**src/rtl/and2_bist_if.sv**
```systemverilog
// Signal bundle between the and2 BIST controller (master) and the environment
// that owns start and the DUT response c (slave).
interface and2_bist_if #(
    parameter int WIDTH = 2
);
    logic             start;
    logic [WIDTH-1:0] a;
    logic [WIDTH-1:0] b;
    logic [WIDTH-1:0] c;
    logic             busy;
    logic             done;
    logic             pass;
    logic [7:0]       error_cnt;
    logic [7:0]       first_err_idx;

    modport master (
        input  start, c,
        output a, b, busy, done, pass, error_cnt, first_err_idx
    );

    modport slave (
        output start, c,
        input  a, b, busy, done, pass, error_cnt, first_err_idx
    );
endinterface

```
**src/rtl/and2_bist.sv**
```systemverilog
// Exhaustive-sweep BIST for an and2 block: drives {b,a} = vector index, checks
// c against a delayed a&b and reports mismatch count and first failing index.
//
// state | meaning
// IDLE  | waiting for start after reset
// RUN   | presenting vectors 0..NUM_VECTORS-1
// DRAIN | LATENCY cycles letting the last responses arrive
// DONE  | results held until next start
module and2_bist #(
    parameter int WIDTH       = 2,
    parameter int LATENCY     = 1,
    parameter int NUM_VECTORS = 16
) (
    input  logic           clk,
    input  logic           reset,
    and2_bist_if.master    bus
);
    localparam int AB_W  = 2 * WIDTH;
    localparam int IDX_W = 10;
    localparam int DRN_W = 2;

    typedef enum logic [1:0] {IDLE, RUN, DRAIN, DONE} state_t;

    state_t             state;
    logic [IDX_W-1:0]   vec_idx;
    logic [AB_W-1:0]    ab;
    logic [DRN_W-1:0]   drain_cnt;
    logic [WIDTH-1:0]   exp_pipe [LATENCY];
    logic [7:0]         idx_pipe [LATENCY];
    logic [LATENCY-1:0] vld_pipe;
    logic               busy_r;
    logic               done_r;
    logic               pass_r;
    logic [7:0]         err_r;
    logic [7:0]         fidx_r;

    logic               mismatch;
    logic [7:0]         err_next;

    always_comb begin
        mismatch = vld_pipe[LATENCY-1] && (bus.c != exp_pipe[LATENCY-1]);
        err_next = err_r;
        if (mismatch && err_r != 8'hFF) begin
            err_next = err_r + 8'd1;
        end
    end

    always_ff @(posedge clk or negedge reset) begin
        if (!reset) begin
            state     <= IDLE;
            vec_idx   <= '0;
            ab        <= '0;
            drain_cnt <= '0;
            vld_pipe  <= '0;
            for (int i = 0; i < LATENCY; i++) begin
                exp_pipe[i] <= '0;
                idx_pipe[i] <= '0;
            end
            busy_r    <= 1'b0;
            done_r    <= 1'b0;
            pass_r    <= 1'b0;
            err_r     <= 8'd0;
            fidx_r    <= 8'd0;
        end else begin
            // Expected value and valid travel alongside the DUT's own latency.
            exp_pipe[0] <= ab[WIDTH-1:0] & ab[AB_W-1:WIDTH];
            idx_pipe[0] <= vec_idx[7:0];
            vld_pipe[0] <= (state == RUN);
            for (int i = 1; i < LATENCY; i++) begin
                exp_pipe[i] <= exp_pipe[i-1];
                idx_pipe[i] <= idx_pipe[i-1];
                vld_pipe[i] <= vld_pipe[i-1];
            end

            if (mismatch) begin
                err_r <= err_next;
                if (err_r == 8'd0) begin
                    fidx_r <= idx_pipe[LATENCY-1];
                end
            end

            case (state)
                IDLE, DONE: begin
                    if (bus.start) begin
                        state   <= RUN;
                        vec_idx <= '0;
                        ab      <= '0;
                        busy_r  <= 1'b1;
                        done_r  <= 1'b0;
                        pass_r  <= 1'b0;
                        err_r   <= 8'd0;
                        fidx_r  <= 8'hFF;
                    end
                end
                RUN: begin
                    if (vec_idx == IDX_W'(NUM_VECTORS - 1)) begin
                        state     <= DRAIN;
                        ab        <= '0;
                        drain_cnt <= DRN_W'(LATENCY - 1);
                    end else begin
                        vec_idx <= vec_idx + IDX_W'(1);
                        ab      <= ab + AB_W'(1);
                    end
                end
                DRAIN: begin
                    if (drain_cnt == '0) begin
                        state  <= DONE;
                        busy_r <= 1'b0;
                        done_r <= 1'b1;
                        pass_r <= (err_next == 8'd0);
                    end else begin
                        drain_cnt <= drain_cnt - DRN_W'(1);
                    end
                end
                default: state <= IDLE;
            endcase
        end
    end

    assign bus.a             = ab[WIDTH-1:0];
    assign bus.b             = ab[AB_W-1:WIDTH];
    assign bus.busy          = busy_r;
    assign bus.done          = done_r;
    assign bus.pass          = pass_r;
    assign bus.error_cnt     = err_r;
    assign bus.first_err_idx = fidx_r;
endmodule

```
**src/flat_wrapper.sv**
```systemverilog
// flat-port wrapper written by rule: the top's interface ports become plain ports
module and2_bist_flat 
#(
    parameter int WIDTH       = 2,
    parameter int LATENCY     = 1,
    parameter int NUM_VECTORS = 16
)
  (clk, reset, bus_start, bus_c, bus_a, bus_b, bus_busy, bus_done, bus_pass, bus_error_cnt, bus_first_err_idx);
  and2_bist_if #(.WIDTH(WIDTH)) bus_i ();
  input  logic clk;
  input  logic reset;
  input wire logic [$bits(bus_i.start)-1:0] bus_start;
  input wire logic [$bits(bus_i.c)-1:0] bus_c;
  output wire logic [$bits(bus_i.a)-1:0] bus_a;
  output wire logic [$bits(bus_i.b)-1:0] bus_b;
  output wire logic [$bits(bus_i.busy)-1:0] bus_busy;
  output wire logic [$bits(bus_i.done)-1:0] bus_done;
  output wire logic [$bits(bus_i.pass)-1:0] bus_pass;
  output wire logic [$bits(bus_i.error_cnt)-1:0] bus_error_cnt;
  output wire logic [$bits(bus_i.first_err_idx)-1:0] bus_first_err_idx;
  assign bus_i.start = bus_start;
  assign bus_i.c = bus_c;
  assign bus_a = bus_i.a;
  assign bus_b = bus_i.b;
  assign bus_busy = bus_i.busy;
  assign bus_done = bus_i.done;
  assign bus_pass = bus_i.pass;
  assign bus_error_cnt = bus_i.error_cnt;
  assign bus_first_err_idx = bus_i.first_err_idx;
  and2_bist #(.WIDTH(WIDTH), .LATENCY(LATENCY), .NUM_VECTORS(NUM_VECTORS)) u_core (.clk(clk), .reset(reset), .bus(bus_i));
endmodule
```
**config.mk**
```make
export PLATFORM = sky130hd
export DESIGN_NAME = and2_bist_flat
export DESIGN_NICKNAME = d
export VERILOG_FILES = /design/src/rtl/and2_bist_if.sv /design/src/rtl/and2_bist.sv /design/src/flat_wrapper.sv
export SDC_FILE = /design/constraint.sdc
export NUM_CORES = 1
export LEC_CHECK = 0
export ABC_AREA = 1
export CAP_MARGIN = 30
export CELL_PAD_IN_SITES_DETAIL_PLACEMENT = 1
export CELL_PAD_IN_SITES_GLOBAL_PLACEMENT = 2
export CORE_MARGIN = 2
export CORE_UTILIZATION = 36
export DETAILED_ROUTE_END_ITERATION = 8
export PLACE_DENSITY_LB_ADDON = 0.1
export SETUP_SLACK_MARGIN = 0.05
export SYNTH_ARGS = -nofsm -noshare
export SYNTH_HDL_FRONTEND = slang
export SYNTH_SLANG_ARGS = --single-unit
```
**constraint.sdc**
```tcl
create_clock -name clk -period 4.8 [get_ports clk]
set_clock_uncertainty 0.05 [all_clocks]
set_input_delay 0.96 -clock clk [delete_from_list [all_inputs] [get_ports clk]]
set_output_delay 0.96 -clock clk [all_outputs]
set_load 0.05 [all_outputs]
```
---- Yosys cells after proc, flatten, opt, wreduce, memory -nomap -nowiden ----
Index checks and enable logic that the tools add are counted.
cells by class
  $add $sub $neg .......................... 4
  eq/ne operators ......................... 11
  muxes and demuxes ....................... 29
  bitwise logic cells ..................... 1
  reduce and logical (&&, ||, !) cells .... 15
operators by type and width
  operator                                        number
  two-way mux 8 bit                               8
  two-way mux 10 bit                              2
  case mux 10 bit (2 select lines)                1
  logical NOT 8 bit                               2
  AND reduction 3 bit                             4
  adder 10 x 1 -> 10 bit, second input constant   1
  == test 10 x 4 -> 1 bit, second input constant  1
  two-way mux 2 bit                               5
  adder 8 x 1 -> 8 bit, second input constant     1
  two-way mux 4 bit                               2
  != test 2 bit, second input constant            4
  != test 8 bit, second input constant            1
  case mux 4 bit (2 select lines)                 1
  case mux 1 bit (2 select lines)                 3
  case mux 2 bit (3 select lines)                 1
  nonzero test 2 bit                              3
  two-way mux 1 bit                               5
  adder 4 x 1 -> 4 bit, second input constant     1
  == test 2 bit, second input constant            2
  logical NOT 2 bit                               2
  case mux 2 bit (2 select lines)                 1
  bitwise AND 2 bit                               1
  == test 2 x 1 -> 1 bit, second input constant   1
  logical AND 1 bit                               2
  other kinds (5)                                 5
storage, ports and cells
  bits in registers ....................... 48
  input bits .............................. 5
  output and inout port bits .............. 23
  logic and storage cells ................. 72

---- Logic depth before layout (Yosys ltp) ----
Gate-level depths: netlist (run 1).
  depth in word-level cells ............... 7
  gate-level depth with buffers ........... 12
  mapped depth without buffers ............ 12

---- Least setup slack after synthesis (run 1) ----
OpenSTA, ideal clock, no wires.
  kind .................................... reg2reg
  start point ............................. register u_core.err_r[0], in the netlist u_core.bus.error_cnt[0]
  end point ............................... register u_core.pass_r, in the netlist u_core.bus.pass
  setup time .............................. 0.118 ns
  data arrival time ....................... 1.711 ns
  required time ........................... 4.632 ns
  slack ................................... 2.921 ns
  stages on the path, launching flop included .. 11
  buffers on the path ..................... 0
  clock period less this slack ............ 1.879 ns
  path through ............................ dfrtp_1 ha_1 nand2_1 nor2_4 nand2_4 nand3_4 inv_2 o21ai_1 nor2_1 nand3_1 nand2_1
between the ends
  word-level cells in the longest chain between the ends .. 6
  elaborated cells on any way between the ends .. 7
  classes of those cells .................. add/sub (1); eq/ne (1); mux (3); reduce/logical (2)
RTL lines
  item                                                                          RTL line          text
  start: declaration                                                            and2_bist.sv:34   logic [7:0] err_r;
  start signal: assignment                                                      and2_bist.sv:76   err_r <= err_next;
  parallel branches: the longest is 2 deep, another holds adder 8 x 1 -> 8 bit  -
  two-way mux 8 bit (*)                                                         and2_bist.sv:43   if (mismatch && err_r != 8'hFF) begin
  logical NOT 8 bit (*)                                                         and2_bist.sv:110  pass_r <= (err_next == 8'd0);
  two-way mux 1 bit (*)                                                         and2_bist.sv:106  if (drain_cnt == '0) begin
  case mux 1 bit (2 select lines) (*)                                           and2_bist.sv:82   case (state)
  end signal: assignment                                                        and2_bist.sv:110
  end: declaration                                                              and2_bist.sv:33   logic pass_r;
Mark *: on every way between the ends. The select of a mux whose other input is x is not followed.
A chain may end at the register's enable or synchronous reset.

---- Worst setup path after layout (run 1) ----
  start point ............................. register u_core.err_r[6], in the netlist u_core.bus.error_cnt[6]
  end point ............................... output port bus_error_cnt[6]
RTL lines
  item              RTL line            text
  end: declaration  flat_wrapper.sv:19  output wire logic [$bits(bus_i.error_cnt)-1:0] bus_error_cnt;
No word-level cell between the ends.

==> results of run 1 <==
flip-flops by register name (all words and copies together), names as in the netlist:
name                      count
u_core.ab                     4
u_core.bus.busy               1
u_core.bus.done               1
u_core.bus.error_cnt          8
u_core.bus.first_err_idx      8
u_core.bus.pass               1
u_core.drain_cnt              2
u_core.exp_pipe               2
u_core.idx_pipe               8
u_core.state                  2
u_core.vec_idx               10
u_core.vld_pipe               1
per-stage QoR:
stage / instance area [µm²] / utilization, % / power (µW) / hold slack (ps) / setup WS (ps)
after detailed placement: 2794 / 41.82 / 1352 / 372.8 / 2226
after floorplan: 2440 / - / 1138 / 344.1 / 2921
final: 2909 / 43.54 / 1634 / 406.7 / 2133
after global placement: 2794 / 41.82 / 1341 / 372.8 / 2293
after global routing: 2909 / 43.54 / 1776 / 420.2 / 2080
after CTS: 2909 / 43.54 / 1665 / 393.3 / 2103
synth_stat cells (all sizes together):
cell type and instances:
dfrtp 48, buf 2, xnor2 1, a31oi 1, nor4 2, clkinv 1
nor3 3, nand3 23, o21a 1, o21ai 17, or2 1, ha 8
inv 42, nand3b 2, a21oi 8, xor2 5, nand4 10, nand2 102
nor2 19
final timing paths:
check | from | to | slack [ps] | cells after the start
max | u_core.bus.error_cnt[6]$_DFF_PN0_ | bus_error_cnt[6] | 2130 | 1
max in group asynchronous | reset | u_core.idx_pipe[3]$_DFF_PN0_ | 3580 | 2
max reg2reg | u_core.state[1]$_DFFE_PN0P_ | u_core.vec_idx[3]$_DFFE_PN0P_ | 2740 | 8
min reg2reg | u_core.vec_idx[7]$_DFFE_PN0P_ | u_core.idx_pipe[7]$_DFF_PN0_ | 410 | 0
min in group asynchronous | reset | u_core.bus.error_cnt[5]$_DFF_PN0_ | 700 | 2
min | u_core.vec_idx[7]$_DFFE_PN0P_ | u_core.idx_pipe[7]$_DFF_PN0_ | 410 | 0
layout make-up:
cell class / count / area [µm²] / share of cell area (%)
clock buffer: 5 / 68.82 / 2.366
multi-input combinational: 203 / 1057 / 36.34
tap: 80 / 100.1 / 3.441
sequential: 48 / 1201 / 41.29
inverter: 43 / 162.7 / 5.591
clock inverter: 3 / 46.29 / 1.591
timing repair buffer: 28 / 272.8 / 9.376
power groups by stage:
stage / Sequential, µW / Combinational (µW) / Clock, µW
after floorplan: 730 / 407 / 0
after global placement: 567 / 774 / 0
after detailed placement: 571 / 782 / 0
after CTS: 563 / 785 / 318
after global routing: 577 / 868 / 332
final: 560 / 768 / 306
routing by layer:
metal | share of wire [%] | routed length, µm | global-route usage (%)
met2 | 47 | 2580 | 26.71
met1 | 50 | 2743 | 22.80
met5 | 0 | 0 | 0
met3 | 2.3 | 125 | 2.857
met4 | 1.1 | 61 | 4.261
cell usage in the layout (no fill, tap or decap), drive strengths merged:
| master | synthesis | layout |
|---|---|---|
| or2 | 1 | 1 |
| nand3b | 2 | 2 |
| a21oi | 8 | 8 |
| bufinv | 0 | 1 |
| nand2 | 102 | 102 |
| clkinvlp | 0 | 1 |
| a31oi | 1 | 1 |
| nand4 | 10 | 10 |
| clkbuf | 0 | 5 |
| ha | 8 | 8 |
| inv | 42 | 43 |
| o21ai | 17 | 17 |
| xnor2 | 1 | 1 |
| nand3 | 23 | 23 |
| nor2 | 19 | 19 |
| dfrtp | 48 | 48 |
| clkdlybuf4s50 | 0 | 26 |
| nor4 | 2 | 2 |
| buf | 2 | 2 |
| o21a | 1 | 1 |
| clkinv | 1 | 1 |
| nor3 | 3 | 3 |
| xor2 | 5 | 5 |
cells by family (layout without fill, tap and decap cells):
logic type      after synthesis  count (layout)  synth area share (%)
fa+ha+maj                     8               8                 4.103
xor+xnor                      6               6                 2.154
compound gates               27              27                 5.846
simple gates                162             162                 31.23
buf+inv                      45              79                 7.436
flops                        48              48                 49.23
==> flow_summary.json, run 1 <==
{
  "holdBufCountCts": 0,
  "cts_tree": "done",
  "antenna_found_initial": 0,
  "totalWireLength_um": 5511,
  "post_synth.cell_area_avg_um2": 8.243,
  "pin_count": 28,
  "drc": 0,
  "netlist_area_um2": 2440,
  "p_sw_share_pct": 46.08,
  "clock_path_buffers": 2,
  "ys_seq_area_share_pct": 49.23,
  "ant_nets": 0,
  "period_needed_ps": 2667,
  "synthCells": 296,
  "synthDominantCellAreaShare_pct": 49.23,
  "area_growth_pct": 19.23,
  "gp_congestion": 0.7197,
  "floorplan.initialDensity_pct": 36.52,
  "fmax_mhz": 374.9,
  "leakage_uw": 0.001435,
  "end_kind": "output pin",
  "cts_sinks": 48,
  "cts_max_level": 2,
  "grt_pass1_vias": 2098,
  "p_int_uw": 881.0,
  "power.net_switching_uw": 752.8,
  "die_y_um": 86.33,
  "worst-path-buf-inv": 1,
  "final_cells": 410,
  "clkSlewWorstSetupHoldPaths_ps": 100,
  "wire_per_inst_um": 13.44,
  "antenna_cells": 0,
  "cts-root-buf": "clkbuf_8",
  "synth.area.top_cells": "dfrtp_1, nand2_1, inv_1",
  "hpwl_um": 4061,
  "drv_cap": 0,
  "grt_max_degree": 49,
  "cpPeakStageDelay_ps": 860,
  "timing.final.crit_share_pct": 55.57,
  "overflow": 0,
  "cts_buffers": 5,
  "fp.dieW_um": 86.33,
  "grt_pass1_wl_um": 9791,
  "yosysWarnings": 0,
  "core-area_um2": 6681,
  "finalHoldViolations": 0,
  "first_pass_iters": 4,
  "fillers": 812,
  "critPathMaxFanout": 7,
  "ir_worst_vdd_mv": 0.1787,
  "finalSetupViolations": 0,
  "clock_latency_ps": 300,
  "setup_tns_ps": 0,
  "nets": 342,
  "critPathKind": "reg -> out",
  "hold_class": "reg -> reg",
  "cts_setup_buffers": 0,
  "crit_family": "buffers and inverters",
  "clkPwrFrac_pct": 18.7,
  "dieArea_um2": 7452,
  "max_slew_margin_pct": 58.00,
  "drive_gt1_share_pct": 11.82,
  "cp_slowest_cell": "clkdlybuf4s50_1",
  "critPathArrivalTime_ps": 1660,
  "p_per_area_nw_per_um2": 561.6,
  "synthesis.nets": 309,
  "viasPerCell": 4.832,
  "pwr-share-seq_pct": 34.3,
  "cts_resized": 0,
  "pwr-share-comb_pct": 47.0,
  "rows": 30,
  "vias": 1981,
  "slew_violations": 0,
  "critPathLaunchType": "register",
  "dp.cells": 402,
  "synth_top_area_cell": "dfrtp_1",
  "status": "complete, no violations",
  "io_buffers": 27,
  "worstPathRequired_ps": 3790,
  "ys_ff_latch": 48,
  "worst_pin_slew_ps": 630.1,
  "track_usage_pct": 16.43,
  "yosysUniqueCellTypes": 29,
  "drtIter0Drc": 64,
  "crit_chain": "clkdlybuf4s50_1",
  "rsz0062_at_grt": "false"
}
Power figures use the tool's default switching activity.
==> run 2, diff against run 1 <==
--- a/config.mk
+++ b/config.mk
@@ -10,7 +10,7 @@
 export CELL_PAD_IN_SITES_DETAIL_PLACEMENT = 1
 export CELL_PAD_IN_SITES_GLOBAL_PLACEMENT = 2
 export CORE_MARGIN = 2
-export CORE_UTILIZATION = 36
+export CORE_UTILIZATION = 33
 export DETAILED_ROUTE_END_ITERATION = 8
 export PLACE_DENSITY_LB_ADDON = 0.1
 export SETUP_SLACK_MARGIN = 0.05
==> constraint.sdc (replaced) <==
create_clock -name clk -period 2.72 [get_ports clk]
set_clock_uncertainty 0.05 [all_clocks]
set_input_delay 0.544 -clock clk [delete_from_list [all_inputs] [get_ports clk]]
set_output_delay 0.544 -clock clk [all_outputs]
set_load 0.05 [all_outputs]
==> run 2 against run 1 <==
Non-clock buffer count increased by 2. Sequential cell count unchanged. Sequential power increased by 77%. Die area increased by 8.7%. First-iteration DRC count decreased by 33%. Clock-buffer cell count unchanged. Critical path type unchanged. Critical endpoint unchanged. Largest cell class unchanged. Highest routed layer unchanged.
==> flow_summary.json, run 2 (same netlist as run 1, synthesis figures left out) <==
{
  "clkPwrFrac_pct": 18.6,
  "worst_pin_slew_ps": 525.5,
  "viasPerCell": 4.601,
  "worstPathRequired_ps": 2130,
  "floorplan.initialDensity_pct": 33.82,
  "core-area_um2": 7214,
  "die_y_um": 89.99,
  "ir_worst_vdd_mv": 0.3890,
  "first_pass_iters": 4,
  "overflow": 0,
  "cts_setup_buffers": 0,
  "fmax_mhz": 437.5,
  "dieArea_um2": 8097,
  "p_int_uw": 1564,
  "pwr-share-comb_pct": 47.3,
  "grt_pass1_vias": 2135,
  "cts_buffers": 5,
  "holdBufCountCts": 0,
  "critPathCapture": "bus_error_cnt[6]",
  "crit_family": "buffers and inverters",
  "rsz0062_at_grt": "false",
  "grt_max_degree": 23,
  "totalWireLength_um": 5630,
  "r2r_start": "u_core.state[0]$_DFFE_PN0P_",
  "critPathLaunchType": "register",
  "status": "complete, no violations",
  "hold_class": "in -> async",
  "largest_reg_flops": 10,
  "cts_sinks": 48,
  "power.net_switching_uw": 1341,
  "crit_chain": "clkdlybuf4s50_1",
  "pwr-share-seq_pct": 34.1,
  "cp_slowest_cell": "clkdlybuf4s50_1",
  "clkSlewWorstSetupHoldPaths_ps": 100,
  "p_sw_share_pct": 46.16,
  "cp.depth": 1,
  "drv_cap": 0,
  "regMostFlops": "u_core.vec_idx",
  "r2r-end": "u_core.vec_idx[3]$_DFFE_PN0P_",
  "hpwl_um": 4469,
  "antenna_found_initial": 0,
  "nets": 344,
  "antenna_cells": 0,
  "cts_resized": 0,
  "cts_tree": "done",
  "clock_path_buffers": 2,
  "finalSetupViolations": 0,
  "cts_max_level": 2,
  "critPathMaxFanout": 7,
  "critPathKind": "reg -> out",
  "ant_nets": 0,
  "drive_gt1_share_pct": 12.35,
  "io_buffers": 27,
  "gp_congestion": 0.7580,
  "grt_pass1_wl_um": 9991,
  "timing.final.crit_share_pct": 84.03,
  "end_kind": "output pin",
  "fp.dieW_um": 89.99,
  "setup_tns_ps": 0,
  "drc": 0,
  "vias": 1983,
  "wire_per_inst_um": 13.06,
  "cpPeakStageDelay_ps": 860,
  "slew_violations": 0,
  "drtIter0Drc": 43,
  "cts-root-buf": "clkbuf_8",
  "pin_count": 28,
  "final_cell_mix": "nand2_1, dfrtp_1, inv_1",
  "track_usage_pct": 15.35,
  "r2r_cells": 8,
  "final_common_cell": "nand2_1",
  "area_growth_pct": 20.87,
  "reg2reg_slack_ps": 810,
  "fillers": 909,
  "whs_ps": 38.14,
  "p_per_area_nw_per_um2": 985.0,
  "clock_latency_ps": 310,
  "leakage_uw": 0.001449,
  "max_slew_margin_pct": 64.85,
  "period_needed_ps": 2286,
  "finalPower_uw": 2905,
  "critPathArrivalTime_ps": 1690,
  "worst-path-buf-inv": 1,
  "finalHoldViolations": 0,
  "critPathLaunch": "u_core.bus.error_cnt[6]$_DFF_PN0_",
  "rows": 31
}
run 2: how the worst min path moves through the flow:
stage | startpoint | to | slack (ps) | cells past startpoint
floorplan | reset | u_core.ab[0]$_DFFE_PN0P_ | 200 | 0
global placement | u_core.vec_idx[5]$_DFFE_PN0P_ | u_core.idx_pipe[5]$_DFF_PN0_ | 380 | 0
detailed placement | u_core.vec_idx[7]$_DFFE_PN0P_ | u_core.idx_pipe[7]$_DFF_PN0_ | 370 | 0
CTS | reset | u_core.bus.error_cnt[5]$_DFF_PN0_ | 50 | 1
global route | reset | u_core.bus.error_cnt[5]$_DFF_PN0_ | 50 | 1
finish | reset | u_core.bus.error_cnt[5]$_DFF_PN0_ | 40 | 1
run 2: final cells by class:
type	instances	area, µm²	share of cell area, %
Sequential cell	48	1201	40.73
Clock inverter	3	47.55	1.612
Clock buffer	5	68.82	2.333
Timing Repair Buffer	30	287.8	9.758
Multi-Input combinational cell	203	1057	35.85
Inverter	43	162.7	5.515
Tap cell	99	123.9	4.200
run 2: layer usage:
| layer | GRT usage [%] | up-vias | wire, µm |
|---|---|---|---|
| met5 | 0 | - | 0 |
| met4 | 5.641 | 0 | 111 |
| met3 | 2.934 | 8 | 144 |
| met2 | 26.07 | 25 | 2722 |
| met1 | 19.55 | 941 | 2652 |
| li1 | - | 1009 | - |
run 2: through the flow:
stage / cells / worst slack, ps / utilization (%) / cell area (µm²)
3_5_place_dp: 423 / 571.1 / 39.26 / 2833
5_1_grt: 431 / 406.6 / 40.88 / 2949
2_1_floorplan: 296 / 841.3 / - / 2440
3_3_place_gp: 423 / 630.3 / 39.26 / 2833
4_1_cts: 431 / 429.6 / 40.88 / 2949
6_report: 431 / 434.5 / 40.88 / 2949
run 2: power groups by stage:
stage          combinational, µW  sequential [µW]  clock, µW
2_1_floorplan                718             1290          0
6_report                    1370              991        539
3_3_place_gp                1380             1000          0
4_1_cts                     1400              996        561
5_1_grt                     1530             1020        584
3_5_place_dp                1400             1010          0
